## src/rtl/lag_filter_mc.sv

```systemverilog
// Multi-channel, time-multiplexed first-order lag filter: y += k*(x - y), k = coef/2^COEF_WIDTH.
// One shared multiplier serves CHANNELS accumulators; one sample is accepted every two cycles.
module lag_filter_mc #(
  parameter int WIDTH      = 24,
  parameter int COEF_WIDTH = 24,
  parameter int CHANNELS   = 4,
  parameter logic [COEF_WIDTH-1:0] COEF_INIT = COEF_WIDTH'(1),
  localparam int CH_W = (CHANNELS > 1) ? $clog2(CHANNELS) : 1
) (
  input  logic                    clk,
  input  logic                    rst,
  input  logic [COEF_WIDTH-1:0]   coef_i,
  input  logic                    coef_load,
  input  logic                    bypass,
  input  logic                    clear,
  input  logic                    in_valid,
  output logic                    in_ready,
  input  logic [CH_W-1:0]         in_ch,
  input  logic signed [WIDTH-1:0] data_i,
  output logic                    out_valid,
  output logic [CH_W-1:0]         out_ch,
  output logic signed [WIDTH-1:0] data_o,
  output logic                    ch_err
);

  localparam int AW = WIDTH + COEF_WIDTH;  // accumulator: y in the top WIDTH bits
  localparam int PW = AW + 2;              // coef (unsigned) times diff (WIDTH+1 signed)
  localparam int SW = AW + 3;              // acc + prod without wrap
  localparam logic [CH_W:0] CH_LIM = (CH_W + 1)'(CHANNELS);

  typedef enum logic {S_IDLE, S_CALC} state_t;

  state_t                  state;
  logic [COEF_WIDTH-1:0]   coef;
  logic signed [WIDTH-1:0] x_q;
  logic signed [WIDTH-1:0] y_q;
  logic [CH_W-1:0]         ch_q;
  logic                    ch_ok_q;
  logic signed [AW-1:0]    acc [CHANNELS];

  logic                    in_ok;
  logic signed [AW-1:0]    acc_cur;
  logic signed [WIDTH:0]   diff;
  logic signed [PW-1:0]    prod;
  logic signed [SW-1:0]    sum;
  logic signed [AW-1:0]    sum_sat;

  assign in_ready = (state == S_IDLE) && !rst;
  assign in_ok    = ({1'b0, in_ch} < CH_LIM);

  // NOTE: every signal written here gets a default first, so no path leaves it unassigned and no latch is inferred.
  always_comb begin
    acc_cur = '0;
    if (ch_ok_q) acc_cur = acc[ch_q];
    diff = {x_q[WIDTH-1], x_q} - {y_q[WIDTH-1], y_q};
    prod = $signed({1'b0, coef}) * diff;
    sum  = SW'(acc_cur) + SW'(prod);
    // In range when all bits above the accumulator sign bit agree with it.
    sum_sat = sum[AW-1:0];
    if (sum[SW-1:AW-1] != {(SW-AW+1){sum[SW-1]}}) begin
      sum_sat = sum[SW-1] ? {1'b1, {(AW-1){1'b0}}} : {1'b0, {(AW-1){1'b1}}};
    end
  end

  // NOTE: acc is reset and bulk-cleared in one cycle, so it must be built from flops rather than a RAM.
  always_ff @(posedge clk) begin
    if (rst) begin
      state     <= S_IDLE;
      coef      <= COEF_INIT;
      out_valid <= 1'b0;
      out_ch    <= '0;
      data_o    <= '0;
      ch_err    <= 1'b0;
      x_q       <= '0;
      y_q       <= '0;
      ch_q      <= '0;
      ch_ok_q   <= 1'b0;
      for (int c = 0; c < CHANNELS; c++) acc[c] <= '0;
    end else begin
      out_valid <= 1'b0;
      // A compute on this same edge still sees the old coef.
      if (coef_load) coef <= coef_i;
      if (clear) begin
        state  <= S_IDLE;
        ch_err <= 1'b0;
        for (int c = 0; c < CHANNELS; c++) acc[c] <= '0;
      end else begin
        case (state)
          S_IDLE: begin
            if (in_valid) begin
              x_q     <= data_i;
              ch_q    <= in_ch;
              ch_ok_q <= in_ok;
              y_q     <= in_ok ? acc[in_ch][AW-1:COEF_WIDTH] : '0;
              state   <= S_CALC;
            end
          end
          S_CALC: begin
            state <= S_IDLE;
            if (!ch_ok_q) begin
              ch_err <= 1'b1;
            end else begin
              out_valid <= 1'b1;
              out_ch    <= ch_q;
              if (bypass) begin
                // Load the state with x so leaving bypass causes no step.
                data_o     <= x_q;
                acc[ch_q]  <= {x_q, {COEF_WIDTH{1'b0}}};
              end else begin
                data_o     <= sum_sat[AW-1:COEF_WIDTH];
                acc[ch_q]  <= sum_sat;
              end
            end
          end
          default: state <= S_IDLE;
        endcase
      end
    end
  end

endmodule

```

## config.mk

```make
export PLATFORM = sky130hd
export DESIGN_NAME = lag_filter_mc
export DESIGN_NICKNAME = d
export VERILOG_FILES = /design/src/rtl/lag_filter_mc.sv
export SDC_FILE = /design/constraint.sdc
export NUM_CORES = 2
export LEC_CHECK = 0
export ABC_AREA = 0
export CORE_MARGIN = 2
export CORE_UTILIZATION = 35
export CTS_CLUSTER_SIZE = 40
export DETAILED_ROUTE_END_ITERATION = 10
export HOLD_SLACK_MARGIN = 0.1
export REMOVE_ABC_BUFFERS = 1
export SYNTH_ARGS = -nofsm -noshare
export SYNTH_HDL_FRONTEND = slang
export SYNTH_SLANG_ARGS = --single-unit
```

## constraint.sdc

```tcl
create_clock -name clk -period 16.3 [get_ports clk]
set_clock_uncertainty 0.1 [all_clocks]
set_input_delay 4.075 -clock clk [delete_from_list [all_inputs] [get_ports clk]]
set_output_delay 4.075 -clock clk [all_outputs]
set_load 0.01 [all_outputs]
```

Yosys cells after proc, flatten, opt, wreduce, memory -nomap -nowiden
Memories as Yosys holds them, arrays and structs flattened. A register that Yosys moved wholly into a read port is not among the register bits.
Cells that the tools add are included.
{"block": "totals", "latchBits": 0, "ff_bits": 80, "romBits": 0, "ramBits": 192, "memories": 1, "elab_cells": 64, "in_bits": 56}
{"memory": "acc", "depth": 4, "width": 48, "rd": 2, "rd_clocked_by_memory_dff": 2, "wr": 4, "line": "39", "text": "logic signed [AW-1:0] acc [CHANNELS];"}
{"block": "classes", "multipliers": 1, "addsub": 2, "muxes": 34, "n_lt_le_gt_ge": 0, "shifts": 0, "n_eq_ne": 1, "reduce_logical": 8, "n_div": 0, "bitwise": 8}
{"operator": "two-way mux 48 bit", "n": 9}
{"operator": "adder 48 x 50 -> 51 bit", "n": 1}
{"operator": "multiplier 25 x 25 -> 50 bit", "n": 1}
{"operator": "OR reduction 48 bit", "n": 1}
{"operator": "subtractor 24 x 24 -> 25 bit", "n": 1}
{"operator": "two-way mux 24 bit", "n": 1}
{"operator": "two-way mux 1 bit", "n": 20}
{"operator": "two-way mux 2 bit", "n": 3}
{"operator": "AND reduction 3 bit", "n": 2}
{"operator": "bitwise OR 1 bit", "n": 5}
{"operator": "inequality test 3 bit", "n": 1}
{"operator": "NOT 1 bit", "n": 3}
{"operator": "OR reduction 3 bit", "n": 1}
{"operator": "one-hot mux 1 bit (2 select lines)", "n": 1}
{"operator": "AND reduction 2 bit", "n": 1}
{"operator": "OR reduction 2 bit", "n": 1}
{"operator": "logical AND 1 bit", "n": 1}
{"operator": "logical NOT 1 bit", "n": 1}

Longest topological paths before layout
{"block": "depth", "depth_word": 9, "ltp_mapped": 42, "mapped_depth_nobuf": 37}

Worst setup path before layout
OpenSTA, ideal clock, no wires.
{"block": "synth_path", "kind": "register -> register", "from": "register x_q[0]", "to": "memory acc[0][15] (netlist name) (data pin)", "arrival_time_ps": 9270, "path_stages_with_launch": 40, "n_path_buf": 4, "setup_time_ps": 279, "setup_slack_ps": 6650, "required_time_ps": 15921, "cell_sequence": "dfxtp_1 > inv_1 > ha_1 > fa_1 > nor2b_1 > o21ai_0 > a21boi_1 > o21ai_0 > a21boi_0 > o21ai_1 > o311ai_0 > a2111oi_0 > a21oi_1 > clkbuf_1 > nor2_1 > fa_1 > inv_1 > fa_1 > [4 not listed] > inv_1 > fa_1 > fa_1 > inv_1 > ha_1 > a21oi_2 > o21ai_0 > a41o_1 > a31o_2 > or3_1 > mux2i_2 > o21a_4 > and4_4 > or2_1 > buf_2 > buf_6 > buf_6 > a21oi_1"}
{"item": "start, declared", "line": "35", "text": "logic signed [WIDTH-1:0] x_q;"}
{"item": "start signal, assigned", "line": "91", "text": "x_q <= data_i;"}
{"item": "end, declared", "line": "39"}

==> flow_summary_export.csv <==
group,metric,value,unit
outcome,outcome,"completed",
sta,rsz0062_at_grt,"no",
grt,grt_overflow,0,
floorplan,placementRows,118,
finish,syn_to_final_growth,9.67,%
setup_path,cp_common_cell,"fa_1",
route,drc,0,
sta,max_freq,82.7,MHz
synthesis,synth_top_area_share,30.4,%
floorplan,io_pins,85,
synthesis,synth_edf_count,192,
sta,fin_setup_tns,0,ns
synthesis,yosys_warnings,0,
clocking,cts_sinks,298,
setup_path,startpoint_type,"flip-flop",
place,hpwl,78700,µm
route,firstDrtPassIters,5,
finish,final_area,40000,µm²
synthesis,synth-async-reset-ratio,0,%
setup_path,cp_max_fo,96,
clocking,clk-insertion-delay-late,0.56,ns
setup_path,cp_slowest_stage_delay,0.71,ns
finish,nNetsFinal,4657,
synthesis,synth.distinct_cells,83,
sta,finalSetupViolations,0,
grt,track_usage,20.3,%
finish,drive_gt1_share,6.77,%
sta,fin_crit_sh,74.1,%
synthesis,synth_largest_area_cell,"fa_1",
floorplan,die_w,327,µm
synthesis,syn-mean-instance-area,9.47,µm²
floorplan,coreArea,103000,µm²
clocking,cts_tree,"yes",
run,maxCapViolCount,0,
clocking,clkTransAtPathRegs,0.06,ns
floorplan,initial_utilization,35.3,%
setup_path,worst_ep_arrival_time,12.23,ns
route,num_vias,27300,
place,gp_congestion,0.930,
setup_path,cp_data_required_time,16.44,ns
floorplan,die_area,107000,µm²
finish,fillers,10400,
route,viasPerCell,5.22,
grt,antenna_found_initial,2,
setup_path,crit_path_top_delay_cell,"buf_4",
clocking,clockBufferDepth,3,
clocking,cts_resized,0,
synthesis,syn-cell-area,36400,µm²
sta,hold_viol_final,0,
synthesis,ys_ff_latch,298,
grt,grt_max_degree,97,
synthesis,synthCells,3850,
place,io_buffers,84,
place,place_area,38800,µm²
sta,period_minus_slack,12.09,ns
route,first_iter_violations,2186,
grt,grt_pass1_wl,169000,µm
route,antenna_left,0,
finish,n_antenna_cell,0,
synthesis,synth_seq_area_share,21.6,%
sta,relSlewSlack,17.0,%
sta,worst_pin_slew,1.24,ns
clocking,cts_buffers,35,
grt,grt_pass1_vias,28600,
synthesis,synth_top_cells_by_area,"fa_1, edfxtp_1, ha_1, inv_1, nand2_1",
sta,slew_viol_final,0,
clocking,cts_setup_buffers,0,
clocking,htree_levels,2,
setup_path,path_class,"flip-flop to flip-flop",
hold_path,min_path_type,"flip-flop to flip-flop",
floorplan,die_h,327,µm
clocking,cts.hold.buffers_added,0,
route,wl_per_cell,20.4,µm
synthesis,synth_ff_type,"edfxtp_1",
clocking,root_buffer,"clkbuf_16",
setup_path,end_kind,"flip-flop",
route,routed_wl,107000,µm
==> path summary, 6_finish.rpt <==
| path | start | endpoint | slack (ns) | depth (start not counted) |
|---|---|---|---|---|
| setup / recovery | x_q[0]$_SDFFE_PP0P_ | acc[1][2]$_SDFFCE_PN0P_ | 4.21 | 37 |
| hold / removal | y_q[19]$_SDFFE_PP0P_ | y_q[19]$_SDFFE_PP0P_ | 0.35 | 2 |
| setup reg to reg | x_q[0]$_SDFFE_PP0P_ | acc[1][2]$_SDFFCE_PN0P_ | 4.21 | 37 |
| hold reg to reg | y_q[19]$_SDFFE_PP0P_ | y_q[19]$_SDFFE_PP0P_ | 0.35 | 2 |
==> layer usage <==
metal / up-vias / global-route usage [%] / wire (µm) / share of wire (%)
met5: - / 0 / 0 / 0
met4: 0 / 4.89 / 2480 / 2.3
met3: 171 / 3.76 / 8330 / 7.8
met2: 999 / 32.0 / 48000 / 45
met1: 13900 / 29.0 / 47900 / 45
li1: 12200 / - / - / -
==> cells in the mapped netlist, types with 4 or more instances <==
cell and n:
or2_2 14, or3_1 15, xnor2_1 34, mux2i_1 23, edfxtp_1 192, buf_1 13, buf_2 23, a31oi_1 12
o21ai_0 50, a32oi_1 5, nand3_1 41, nand4_1 14, o31ai_1 7, nor2_1 185, inv_1 705, a211oi_1 15
xor2_1 21, nand2_1 592, nand2b_1 28, o21a_1 22, ha_1 233, dfxtp_1 106, o211ai_1 30, nor3_1 31
a311oi_1 14, o21bai_1 10, nor2b_1 45, mux4_2 72, and2_1 170, clkbuf_1 175, a21o_1 18, and3_1 20
fa_1 554, o41ai_1 9, o21ai_1 7, nand3b_1 5, buf_6 9, a311oi_2 5, o31a_1 4, a21oi_1 249
==> final cells by class <==
cell class	instances	area, µm²	share of cell area, %
multi-input combinational	2622	25200	63.1
clock buffer	42	923	2.31
tap	1380	1730	4.32
clock inverter	22	235	0.589
sequential	298	7890	19.7
inverter	705	2650	6.62
timing repair buffer	152	1340	3.35
==> critical path, delay by kind of cell (launching register included) <==
kind	cells	cell delay [ns]
adder cells (fa/ha/maj)	10	4.46
AO/OA/AOI/OAI	15	4.20
buffers and inverters	7	1.22
AND/OR/NAND/NOR	4	1.14
flip-flops	1	0.36
XOR/XNOR	1	0.17
==> placed cells by master, fill, tap and decap left out, types with 31 or more instances in the layout <==
cell type	instances
ha_1	233
clkbuf_16	36
and2_1	169
mux4_2	72
dfxtp_1	104
nor2b_1	45
clkdlybuf4s50_1	81
nand2_1	587
o21ai_0	49
inv_1	705
edfxtp_1	192
buf_4	69
a21oi_1	248
nand3_1	41
fa_1	554
nor3_1	31
nor2_1	183
==> per-stage QoR <==
stage	utilization, %	instances	worst slack [ns]	hold slack (ns)
final	38.7	5221	4.21	0.353
after global routing	38.7	5221	3.53	0.377
after CTS	38.7	5221	4.36	0.355
after detailed placement	37.6	5157	4.40	0.346
after global placement	37.6	5157	4.64	0.342
after floorplan	-	3625	4.63	0.330
==> flip-flops by register name, summed over array words and instances, names as in the netlist, named ones only <==
| name | cells |
|---|---|
| data_o | 24 |
| out_ch | 2 |
| acc | 192 |
| x_q | 24 |
| ch_q | 2 |
| ch_err | 1 |
| out_valid | 1 |
| y_q | 24 |
| state | 1 |
| ch_ok_q | 1 |
| coef | 24 |
==> cell families after synthesis <==
kind of cell,synth area share (%)
adder cells (fa/ha/maj),38.4
buffers and inverters,9.88
flip-flops,21.6
AND/OR/NAND/NOR,14.8
AO/OA/AOI/OAI,8.84
multiplexers,5.12
XOR/XNOR,1.32
Power is left out: the tool's default activity adds up to more than one toggle a clock period on the data nets, which glitch-free logic cannot reach.
